--- src/rtl/mem_access_unit_pkg.sv ---
// Shared constants, state encoding and the store lane-merge helper
// for the MEM-stage load/store front end.
package mem_access_unit_pkg;

  localparam logic [1:0] WRITE_DISABLE  = 2'b00;
  localparam logic [1:0] WRITE_BYTE     = 2'b01;
  localparam logic [1:0] WRITE_HALFWORD = 2'b10;
  localparam logic [1:0] WRITE_WORD     = 2'b11;

  localparam logic [1:0] READ_DISABLE  = 2'b00;
  localparam logic [1:0] READ_BYTE     = 2'b01;
  localparam logic [1:0] READ_HALFWORD = 2'b10;
  localparam logic [1:0] READ_WORD     = 2'b11;

  localparam int BYTE     = 8;
  localparam int HALFWORD = 16;
  localparam int WORD     = 32;

  localparam logic [1:0] SIZE_BYTE = 2'b00;
  localparam logic [1:0] SIZE_HALF = 2'b01;
  localparam logic [1:0] SIZE_WORD = 2'b10;
  localparam logic [1:0] SIZE_RSVD = 2'b11;

  typedef enum logic [1:0] {
    IDLE    = 2'b00,
    LD_WAIT = 2'b01,
    RMW_RD  = 2'b10,
    RMW_WR  = 2'b11
  } state_e;

  function automatic logic [WORD-1:0] merge_lane(
    input logic [WORD-1:0]     word,
    input logic [HALFWORD-1:0] wd,
    input logic [1:0]          off,
    input logic [1:0]          size
  );
    logic [WORD-1:0] mask;
    logic [WORD-1:0] lane;
    if (size == SIZE_BYTE) begin
      mask = 32'h0000_00FF << {off, 3'b000};
      lane = {24'b0, wd[7:0]} << {off, 3'b000};
    end else begin
      mask = 32'h0000_FFFF << {off, 3'b000};
      lane = {16'b0, wd} << {off, 3'b000};
    end
    return (word & ~mask) | lane;
  endfunction

endpackage

--- src/rtl/mem_access_unit_load_align_ext.sv ---
// Load data alignment: shift the read word down by the byte offset,
// truncate to the access size, then sign- or zero-extend.
module load_align_ext
  import mem_access_unit_pkg::*;
#(
  parameter int RAM_WIDTH = 32
) (
  input  logic [RAM_WIDTH-1:0] i_word,
  input  logic [1:0]           i_off,
  input  logic [1:0]           i_size,
  input  logic                 i_unsigned,
  output logic [RAM_WIDTH-1:0] o_data
);

  logic [RAM_WIDTH-1:0] shifted;
  logic                 sb;
  logic                 sh;

  assign shifted = i_word >> {i_off, 3'b000};
  assign sb      = ~i_unsigned & shifted[BYTE-1];
  assign sh      = ~i_unsigned & shifted[HALFWORD-1];

  always_comb begin
    o_data = shifted;
    case (i_size)
      SIZE_BYTE:
        o_data = {{(RAM_WIDTH-BYTE){sb}}, shifted[BYTE-1:0]};
      SIZE_HALF:
        o_data = {{(RAM_WIDTH-HALFWORD){sh}}, shifted[HALFWORD-1:0]};
      default:
        o_data = shifted;
    endcase
  end

endmodule

--- src/rtl/mem_access_unit.sv ---
// MEM-stage load/store front end: word addressing, sub-word store
// read-modify-write, load alignment and pipeline stall.
module mem_access_unit
  import mem_access_unit_pkg::*;
#(
  parameter int RAM_WIDTH = 32,
  parameter int NB_DEPTH  = 10
) (
  input  logic                 i_clk,
  input  logic                 i_rst,
  input  logic                 i_valid,
  input  logic                 i_load,
  input  logic                 i_store,
  input  logic [1:0]           i_size,
  input  logic                 i_unsigned,
  input  logic [31:0]          i_addr,
  input  logic [RAM_WIDTH-1:0] i_wdata,
  output logic                 o_stall,
  output logic                 o_rvalid,
  output logic [RAM_WIDTH-1:0] o_rdata,
  output logic                 o_fault,
  output logic [NB_DEPTH-1:0]  o_mem_addr,
  output logic [RAM_WIDTH-1:0] o_mem_data,
  output logic [1:0]           o_mem_we,
  output logic [1:0]           o_mem_re,
  input  logic [RAM_WIDTH-1:0] i_mem_data
);

  state_e               state_q, state_d;
  logic [1:0]           off_q, off_d;
  logic [1:0]           size_q, size_d;
  logic                 uns_q, uns_d;
  logic [NB_DEPTH-1:0]  addr_q, addr_d;
  logic [15:0]          wdata_q, wdata_d;
  logic [RAM_WIDTH-1:0] merged_q, merged_d;
  logic [RAM_WIDTH-1:0] rdata_q, rdata_d;
  logic                 rvalid_q, rvalid_d;
  logic                 fault_q, fault_d;

  logic                 accept;
  logic                 bad;
  logic                 direct;
  logic [RAM_WIDTH-1:0] ld_word;
  logic                 addr_unused;

  assign addr_unused = ^i_addr[31:NB_DEPTH+2];

  assign accept = i_rst & i_valid & (state_q == IDLE);

  assign bad = (i_load & i_store)
             | (i_size == SIZE_RSVD)
             | ((i_size == SIZE_HALF) & i_addr[0])
             | ((i_size == SIZE_WORD) & (|i_addr[1:0]));

  assign direct = (i_size == SIZE_WORD) | (i_addr[1:0] == 2'b00);

  load_align_ext #(
    .RAM_WIDTH (RAM_WIDTH)
  ) u_align (
    .i_word     (i_mem_data),
    .i_off      (off_q),
    .i_size     (size_q),
    .i_unsigned (uns_q),
    .o_data     (ld_word)
  );

  always_comb begin
    state_d    = state_q;
    off_d      = off_q;
    size_d     = size_q;
    uns_d      = uns_q;
    addr_d     = addr_q;
    wdata_d    = wdata_q;
    merged_d   = merged_q;
    rdata_d    = rdata_q;
    rvalid_d   = 1'b0;
    fault_d    = 1'b0;
    o_mem_we   = WRITE_DISABLE;
    o_mem_re   = READ_DISABLE;
    o_mem_addr = addr_q;
    o_mem_data = '0;
    unique case (state_q)
      IDLE: begin
        if (accept && (i_load || i_store)) begin
          o_mem_addr = i_addr[NB_DEPTH+1:2];
          off_d      = i_addr[1:0];
          size_d     = i_size;
          uns_d      = i_unsigned;
          addr_d     = i_addr[NB_DEPTH+1:2];
          wdata_d    = i_wdata[15:0];
          if (bad) begin
            fault_d = 1'b1;
          end else if (i_load) begin
            o_mem_re = READ_WORD;
            state_d  = LD_WAIT;
          end else if (direct) begin
            o_mem_data = i_wdata;
            o_mem_we   = (i_size == SIZE_WORD) ? WRITE_WORD :
                         (i_size == SIZE_HALF) ? WRITE_HALFWORD :
                                                 WRITE_BYTE;
          end else begin
            o_mem_re = READ_WORD;
            state_d  = RMW_RD;
          end
        end
      end
      LD_WAIT: begin
        rdata_d  = ld_word;
        rvalid_d = 1'b1;
        state_d  = IDLE;
      end
      RMW_RD: begin
        merged_d = merge_lane(i_mem_data, wdata_q, off_q, size_q);
        state_d  = RMW_WR;
      end
      RMW_WR: begin
        o_mem_we   = WRITE_WORD;
        o_mem_data = merged_q;
        state_d    = IDLE;
      end
      default: state_d = IDLE;
    endcase
    // Hold the memory port quiet while reset is asserted
    if (!i_rst) begin
      o_mem_we   = WRITE_DISABLE;
      o_mem_re   = READ_DISABLE;
      o_mem_addr = '0;
      o_mem_data = '0;
    end
  end

  always_ff @(posedge i_clk) begin
    if (!i_rst) begin
      state_q  <= IDLE;
      off_q    <= '0;
      size_q   <= '0;
      uns_q    <= 1'b0;
      addr_q   <= '0;
      wdata_q  <= '0;
      merged_q <= '0;
      rdata_q  <= '0;
      rvalid_q <= 1'b0;
      fault_q  <= 1'b0;
    end else begin
      state_q  <= state_d;
      off_q    <= off_d;
      size_q   <= size_d;
      uns_q    <= uns_d;
      addr_q   <= addr_d;
      wdata_q  <= wdata_d;
      merged_q <= merged_d;
      rdata_q  <= rdata_d;
      rvalid_q <= rvalid_d;
      fault_q  <= fault_d;
    end
  end

  assign o_stall  = i_rst & (state_q != IDLE);
  assign o_rvalid = rvalid_q;
  assign o_rdata  = rdata_q;
  assign o_fault  = fault_q;

endmodule
--- config.mk ---
export PLATFORM = sky130hd
export DESIGN_NAME = mem_access_unit
export DESIGN_NICKNAME = d
export VERILOG_FILES = /design/src/rtl/mem_access_unit_pkg.sv /design/src/rtl/mem_access_unit_load_align_ext.sv /design/src/rtl/mem_access_unit.sv
export SDC_FILE = /design/constraint.sdc
export NUM_CORES = 1
export LEC_CHECK = 0
export CAP_MARGIN = 30
export CORE_ASPECT_RATIO = 1.5
export CORE_UTILIZATION = 51
export DETAILED_ROUTE_END_ITERATION = 8
export GPL_TIMING_DRIVEN = 0
export PLACE_DENSITY_LB_ADDON = 0.25
export RECOVER_POWER = 50
export SLEW_MARGIN = 5
export SYNTH_ARGS = -nofsm -noshare
export SYNTH_HDL_FRONTEND = slang
export SYNTH_HIERARCHICAL = 1
export SYNTH_SLANG_ARGS = --single-unit
--- constraint.sdc ---
create_clock -name i_clk -period 6.1 [get_ports i_clk]
set_input_delay 1.22 -clock i_clk [delete_from_list [all_inputs] [get_ports i_clk]]
set_output_delay 1.22 -clock i_clk [all_outputs]
set_load 0.005 [all_outputs]
==> flow_summary.yaml, run 1 <==
run_status:
  run_status: "completed"
logic_synthesis:
  synthCells: 668
  synth-seq-cells: 99
  syn-num-nets: 780
  synth_edf_count: 0
  synthArstFlopShare_pct: 0
  syn_avg_cell_area_sq_um: 8.60
  netlist_area_sq_mm: 0.00574
  seq_area_frac_synth_pct: 34.5
  synth_cell_type_count: 51
  synth_flop_cell: "dfxtp_1"
  yosysWarnings: 6
hold_path:
  hold_path_class: "flop to flop"
routing:
  drt_iter0_drc: 246
  antenna_left: 0
  wl_per_cell_um: 19.3
  drc: 0
  vias: 5694
  first_pass_iters: 5
  wirelength_um: 19200
  viasPerCell: 5.73
timing:
  slew_headroom_pct: 25.2
  finalHoldViolations: 0
  drv_slew: 0
  rsz0062_at_grt: "no"
  holdWs_ps: 476
  finalSetupTns_ps: 0
  layout_min_cycle_time_ps: 5180
  fin_crit_sh_pct: 84.9
  fin_skew_ps: 10.1
  finalSetupViolations: 0
  max_freq_ghz: 0.193
  tightestPinTransition_ps: 1120
floorplanning:
  dieHeight_um: 132
  die_w_um: 88.6
  io-pin-count: 185
  dieArea_sq_mm: 0.0117
  initial_core_util_pct: 52.2
  core.rowCount: 47
  core_area_sq_mm: 0.0110
flow_run:
  maxCapViolCount: 0
pwr:
  vdd_drop_max_uv: 167
  total_power_mw: 2.02
  powerDensity_mw_per_mm2: 260
  p_leak_nw: 2.81
clocking:
  clk_latency_ps: 350
  cts_resized: 0
  postCtsHoldBufs: 0
  cts_tree: "yes"
  cts_buffers: 9
  cts.clk_slew.worst_paths_ps: 70
  cts_num_sinks: 99
  clockBufferDepth: 2
  ctsHtreeMaxLevel: 3
  cts_setup_buffers: 0
  cts_root_buffer: "clkbuf_16"
global_route:
  grt_pass1_wl_um: 29700
  overflow: 0
  grt_start_max_net_pins: 18
  grt_use_total_pct: 33.6
  antenna_found_initial: 0
  grt_pass1_vias: 5822
placed_design:
  io_buffers: 163
  hpwl_um: 15300
  placed_area_sq_mm: 0.00756
  gp_congestion: 0.918
  dp.cells: 978
critical_path:
  r2r_slack_ps: 3580
  criticalPathCategory: "input pin to output pin"
  required_ps: 4880
  worstPathMaxFanout: 10
  cp_slowest_cell: "dlygate4sd3_1"
  crit_buf_inv: 4
  cpPeakStageDelay_ps: 720
  cp_cell_sequence: "dlygate4sd3_1 -> and3_1 -> o21a_1 -> clkbuf_1 -> clkbuf_1 -> nand2_1 -> nand2_1 -> clkdlybuf4s50_1"
  endpoint_kind: "output pin"
  critPathLaunchType: "input pin"
  cp_data_arrival_time_ps: 3960
  crit_family: "buffers and inverters"
layout:
  drive_gt1_share_pct: 13.6
  antenna_cells: 0
  fin_nets: 954
  finalNonFillerCells: 993
  fin_area_sq_mm: 0.00778
  area_growth_pct: 35.5
-- through the flow --
step	utilization, %	setup slack (ps)
floorplan	-	2500
global placement	68.7	1260
detailed placement	68.7	1190
CTS	71.2	1190
global route	70.8	689
finish	70.8	920
-- placed cells by master (no fill, tap or decap), types with 2 or more instances in the layout --
cell / count
a211oi_1: 7
a21boi_0: 17
a21oi_1: 30
a21oi_2: 2
a22oi_1: 4
a22oi_2: 28
a41oi_1: 8
and2_1: 9
buf_1: 3
buf_2: 15
buf_4: 3
buf_6: 4
clkbuf_1: 32
clkbuf_16: 9
clkdlybuf4s50_1: 126
dfxtp_1: 99
dlygate4sd3_1: 37
ha_1: 8
inv_1: 7
inv_6: 3
mux2i_1: 56
nand2_1: 95
nand2b_1: 3
nand3_1: 25
nand3b_1: 17
nor2_1: 29
nor2_2: 30
nor2b_1: 44
o211a_1: 8
o211ai_1: 2
o21ai_0: 27
o22ai_1: 8
o2bb2ai_1: 8
o31ai_1: 9
or2_2: 10
-- state kept, by name (all words and copies together), names as in the netlist --
register,count
o_rvalid,1
addr_q,10
o_fault,1
off_q,2
o_rdata,32
state_q,2
size_q,2
merged_q,32
uns_q,1
wdata_q,16
-- cell type report --
type | instances | area, sq um
well taps | 147 | 184
inverters | 7 | 26.3
clock buffers | 9 | 225
repair buffers | 163 | 1630
fillers | 921 | 3210
plain buffers | 57 | 274
flip-flops and latches | 99 | 1980
clock inverters | 6 | 47.5
multi-input cells | 505 | 3410
-- logic make-up after synthesis --
kind of cell | count (synthesis) | synth area share, %
AO/OA/AOI/OAI | 169 | 23.7
XOR/XNOR | 1 | 0.153
adder cells (fa/ha/maj) | 8 | 1.74
buffers and inverters | 64 | 5.40
flip-flops | 99 | 34.5
multiplexers | 59 | 10.5
AND/OR/NAND/NOR | 268 | 24.0
-- report_power, final --
part / switching, mW / internal, mW / total [mW]
combinational: 0.375 / 0.321 / 0.695
sequential: 0.0523 / 0.725 / 0.777
clock: 0.270 / 0.279 / 0.549
-- worst paths after layout --
kind / start / end / cells after the start
worst max register to register: off_q[1] / o_rdata[12] / 6
worst min-delay path: addr_q[4] / addr_q[4] / 2
worst max-delay path: i_rst / o_mem_addr[5] / 8
worst min register to register: addr_q[4] / addr_q[4] / 2
-- cells in the mapped netlist (all sizes together), types with 9 or more instances --
cell | count | area, sq um
a21boi | 17 | 128
a21oi | 32 | 168
a22oi | 32 | 380
and2 | 9 | 56.3
buf | 29 | 179
clkbuf | 28 | 105
dfxtp | 99 | 1980
mux2i | 56 | 561
nand2 | 95 | 357
nand3 | 25 | 125
nand3b | 17 | 128
nor2 | 60 | 308
nor2b | 44 | 275
o21ai | 27 | 135
o31ai | 9 | 67.6
or2 | 10 | 62.6
-- metal layers --
| metal | vias to the layer above | wire (um) | part of all wire [%] | GRT usage, % |
|---|---|---|---|---|
| met4 | 0 | 1170 | 6.1 | 22.5 |
| met3 | 70 | 1060 | 5.5 | 4.82 |
| met5 | - | 0 | 0 | 0 |
| met2 | 253 | 9840 | 51 | 58.4 |
| li1 | 2700 | - | - | - |
| met1 | 2671 | 7130 | 37 | 36.8 |
-- tightest hold or removal path, stage by stage (launching register included) --
cell     delay (ps)
dfxtp_1         300
nand3_1          70
nand2_1          60
Power figures use the tool's default switching activity.
==> run 2: changes to the inputs <==
--- a/config.mk
+++ b/config.mk
@@ -7,7 +7,7 @@
 export LEC_CHECK = 0
 export CAP_MARGIN = 30
 export CORE_ASPECT_RATIO = 1.5
-export CORE_UTILIZATION = 51
+export CORE_UTILIZATION = 42
 export DETAILED_ROUTE_END_ITERATION = 8
 export GPL_TIMING_DRIVEN = 0
 export PLACE_DENSITY_LB_ADDON = 0.25
==> constraint.sdc (replaced) <==
create_clock -name i_clk -period 4.3 [get_ports i_clk]
set_input_delay 0.86 -clock i_clk [delete_from_list [all_inputs] [get_ports i_clk]]
set_output_delay 0.86 -clock i_clk [all_outputs]
set_load 0.005 [all_outputs]
==> run 2 against run 1 <==
Net effect:
- flip-flop and latch count stayed put
- combinational power is 42% higher
- critical path depth is 1 lower
- die area is 21% higher
- clock power is 55% higher
- via count is 2.0% lower
- register-to-register slack worse by 1900 ps
- hold slack better by 8.4 ps
- utilization is 12 points lower
- final area is 0.77% higher
- non-clock buffer count stayed put
- sequential share of layout area is 0.20 points lower
- critical path type unchanged
- critical endpoint is now o_mem_data[15]
- largest power group unchanged
==> flow_summary.yaml, run 2 (synthesized netlist as in run 1, its figures left out) <==
routing:
  first_pass_iters: 7
  drt_iter0_drc: 282
  wirelength_um: 19400
  viasPerCell: 5.53
  drc: 0
  vias: 5578
  wl_per_cell_um: 19.2
  antenna_left: 0
timing:
  finalSetupTns_ps: 0
  rsz0062_at_grt: "no"
  finalHoldViolations: 0
  max_freq_ghz: 0.242
  drv_slew: 0
  layout_min_cycle_time_ps: 4130
  fin_skew_ps: 13.6
  slew_headroom_pct: 15.6
  finalSetupViolations: 0
  fin_crit_sh_pct: 96.1
  tightestPinTransition_ps: 1270
  holdWs_ps: 484
clocking:
  cts_buffers: 9
  cts_setup_buffers: 0
  ctsHtreeMaxLevel: 3
  cts_num_sinks: 99
  clockBufferDepth: 2
  cts_resized: 0
  cts_root_buffer: "clkbuf_16"
  clk_latency_ps: 350
  cts_tree: "yes"
  cts.clk_slew.worst_paths_ps: 70
layout:
  fin_area_sq_mm: 0.00784
  fin_nets: 954
  finalNonFillerCells: 1009
  antenna_cells: 0
  area_growth_pct: 36.6
  final_common_cell: "clkdlybuf4s50_1"
  drive_gt1_share_pct: 13.8
  layout_common_cells: "127 x clkdlybuf4s50_1, 99 x dfxtp_1, 95 x nand2_1"
pwr:
  p_leak_nw: 2.84
  vdd_drop_max_uv: 200
  total_power_mw: 2.94
  powerDensity_mw_per_mm2: 375
critical_path:
  cp_cell_sequence: "dlygate4sd3_1 -> ha_1 -> nor4_4 -> buf_6 -> a22oi_2 -> nor2_1 -> clkdlybuf4s50_1"
  r2r-end: "o_rdata[14]"
  criticalPathCategory: "input pin to output pin"
  r2r_slack_ps: 1660
  path_depth: 7
  endpoint_kind: "output pin"
  cp_slowest_cell: "dlygate4sd3_1"
  cpPeakStageDelay_ps: 590
  cp_data_arrival_time_ps: 3270
  rr_worst_depth: 6
  worstSetupStartpoint: "i_size[0]"
  worstPathMaxFanout: 10
  critPathLaunchType: "input pin"
  crit_buf_inv: 3
  crit_family: "buffers and inverters"
  required_ps: 3440
  crit_end: "o_mem_data[15]"
  r2r-start: "off_q[1]"
placed_design:
  gp_congestion: 0.900
  hpwl_um: 15700
  io_buffers: 163
  dp.cells: 993
  placed_area_sq_mm: 0.00758
floorplanning:
  dieArea_sq_mm: 0.0142
  initial_core_util_pct: 42.8
  core.rowCount: 52
  io-pin-count: 185
  core_area_sq_mm: 0.0134
  die_w_um: 97.5
  dieHeight_um: 145
flow_run:
  maxCapViolCount: 0
global_route:
  overflow: 0
  antenna_found_initial: 0
  grt_pass1_vias: 5605
  grt_pass1_wl_um: 30000
  grt_start_max_net_pins: 17
  grt_use_total_pct: 27.2
run_status:
  run_status: "completed"
hold_path:
  hold_path_class: "flop to flop"
## run 2: power breakdown
group	internal (mW)	total, mW	switching, mW
logic	0.455	0.984	0.529
clock network	0.485	0.853	0.368
registers	1.03	1.10	0.0745
## run 2: worst min path at each step
stage,slack (ps),endpoint,cells past startpoint,from
2_1_floorplan,450,merged_q[31],2,merged_q[31]
3_3_place_gp,460,addr_q[6],2,addr_q[6]
3_5_place_dp,460,addr_q[7],2,addr_q[7]
4_1_cts,480,addr_q[7],2,addr_q[7]
5_1_grt,500,addr_q[7],2,addr_q[7]
6_report,480,addr_q[7],2,addr_q[7]
## run 2: repair_timing
item                                    in CTS  in global routing
hold endpoints to repair                     0                  0
endpoints found under the setup margin       0                  3
hold buffers                                 0                  0
## run 2: tightest hold or removal path, cell delays in order, from the launching register on
cell and delay [ps]:
dfxtp_1 300, nand3_1 70, nand2_1 70
## run 2: layout make-up
type | count | area, sq um
Buffer | 57 | 275
Clock buffer | 11 | 253
Clock inverter | 5 | 60.1
Fill cell | 1245 | 5560
Inverter | 7 | 26.3
Multi-Input combinational cell | 505 | 3410
Sequential cell | 99 | 1980
Tap cell | 162 | 203
Timing Repair Buffer | 163 | 1630
## run 2: routing by layer
layer	share of wire (%)	up-vias	global-route usage (%)	wire [um]
met5	0	-	0	0
met4	5.1	0	14.0	989
met3	4.6	51	4.14	889
met2	52	200	49.5	10100
met1	38	2624	29.9	7390
li1	-	2703	-	-
## run 2: through the flow
stage / util [%] / setup slack (ps)
floorplan: - / 1420
global placement: 56.5 / 133
detailed placement: 56.5 / 119
CTS: 58.9 / 112
global route: 58.5 / 56.3
finish: 58.5 / 166
==> run 3: changes to the inputs <==
--- a/config.mk
+++ b/config.mk
@@ -5,13 +5,14 @@
 export SDC_FILE = /design/constraint.sdc
 export NUM_CORES = 1
 export LEC_CHECK = 0
-export CAP_MARGIN = 30
 export CORE_ASPECT_RATIO = 1.5
 export CORE_UTILIZATION = 42
 export DETAILED_ROUTE_END_ITERATION = 8
 export GPL_TIMING_DRIVEN = 0
+export HOLD_SLACK_MARGIN = 0.12
 export PLACE_DENSITY_LB_ADDON = 0.25
 export RECOVER_POWER = 50
+export SKIP_CTS_REPAIR_TIMING = 1
 export SLEW_MARGIN = 5
 export SYNTH_ARGS = -nofsm -noshare
 export SYNTH_HDL_FRONTEND = slang
==> results of run 3 <==
No change in the layout: final DEF, timing and power equal those of run 2.
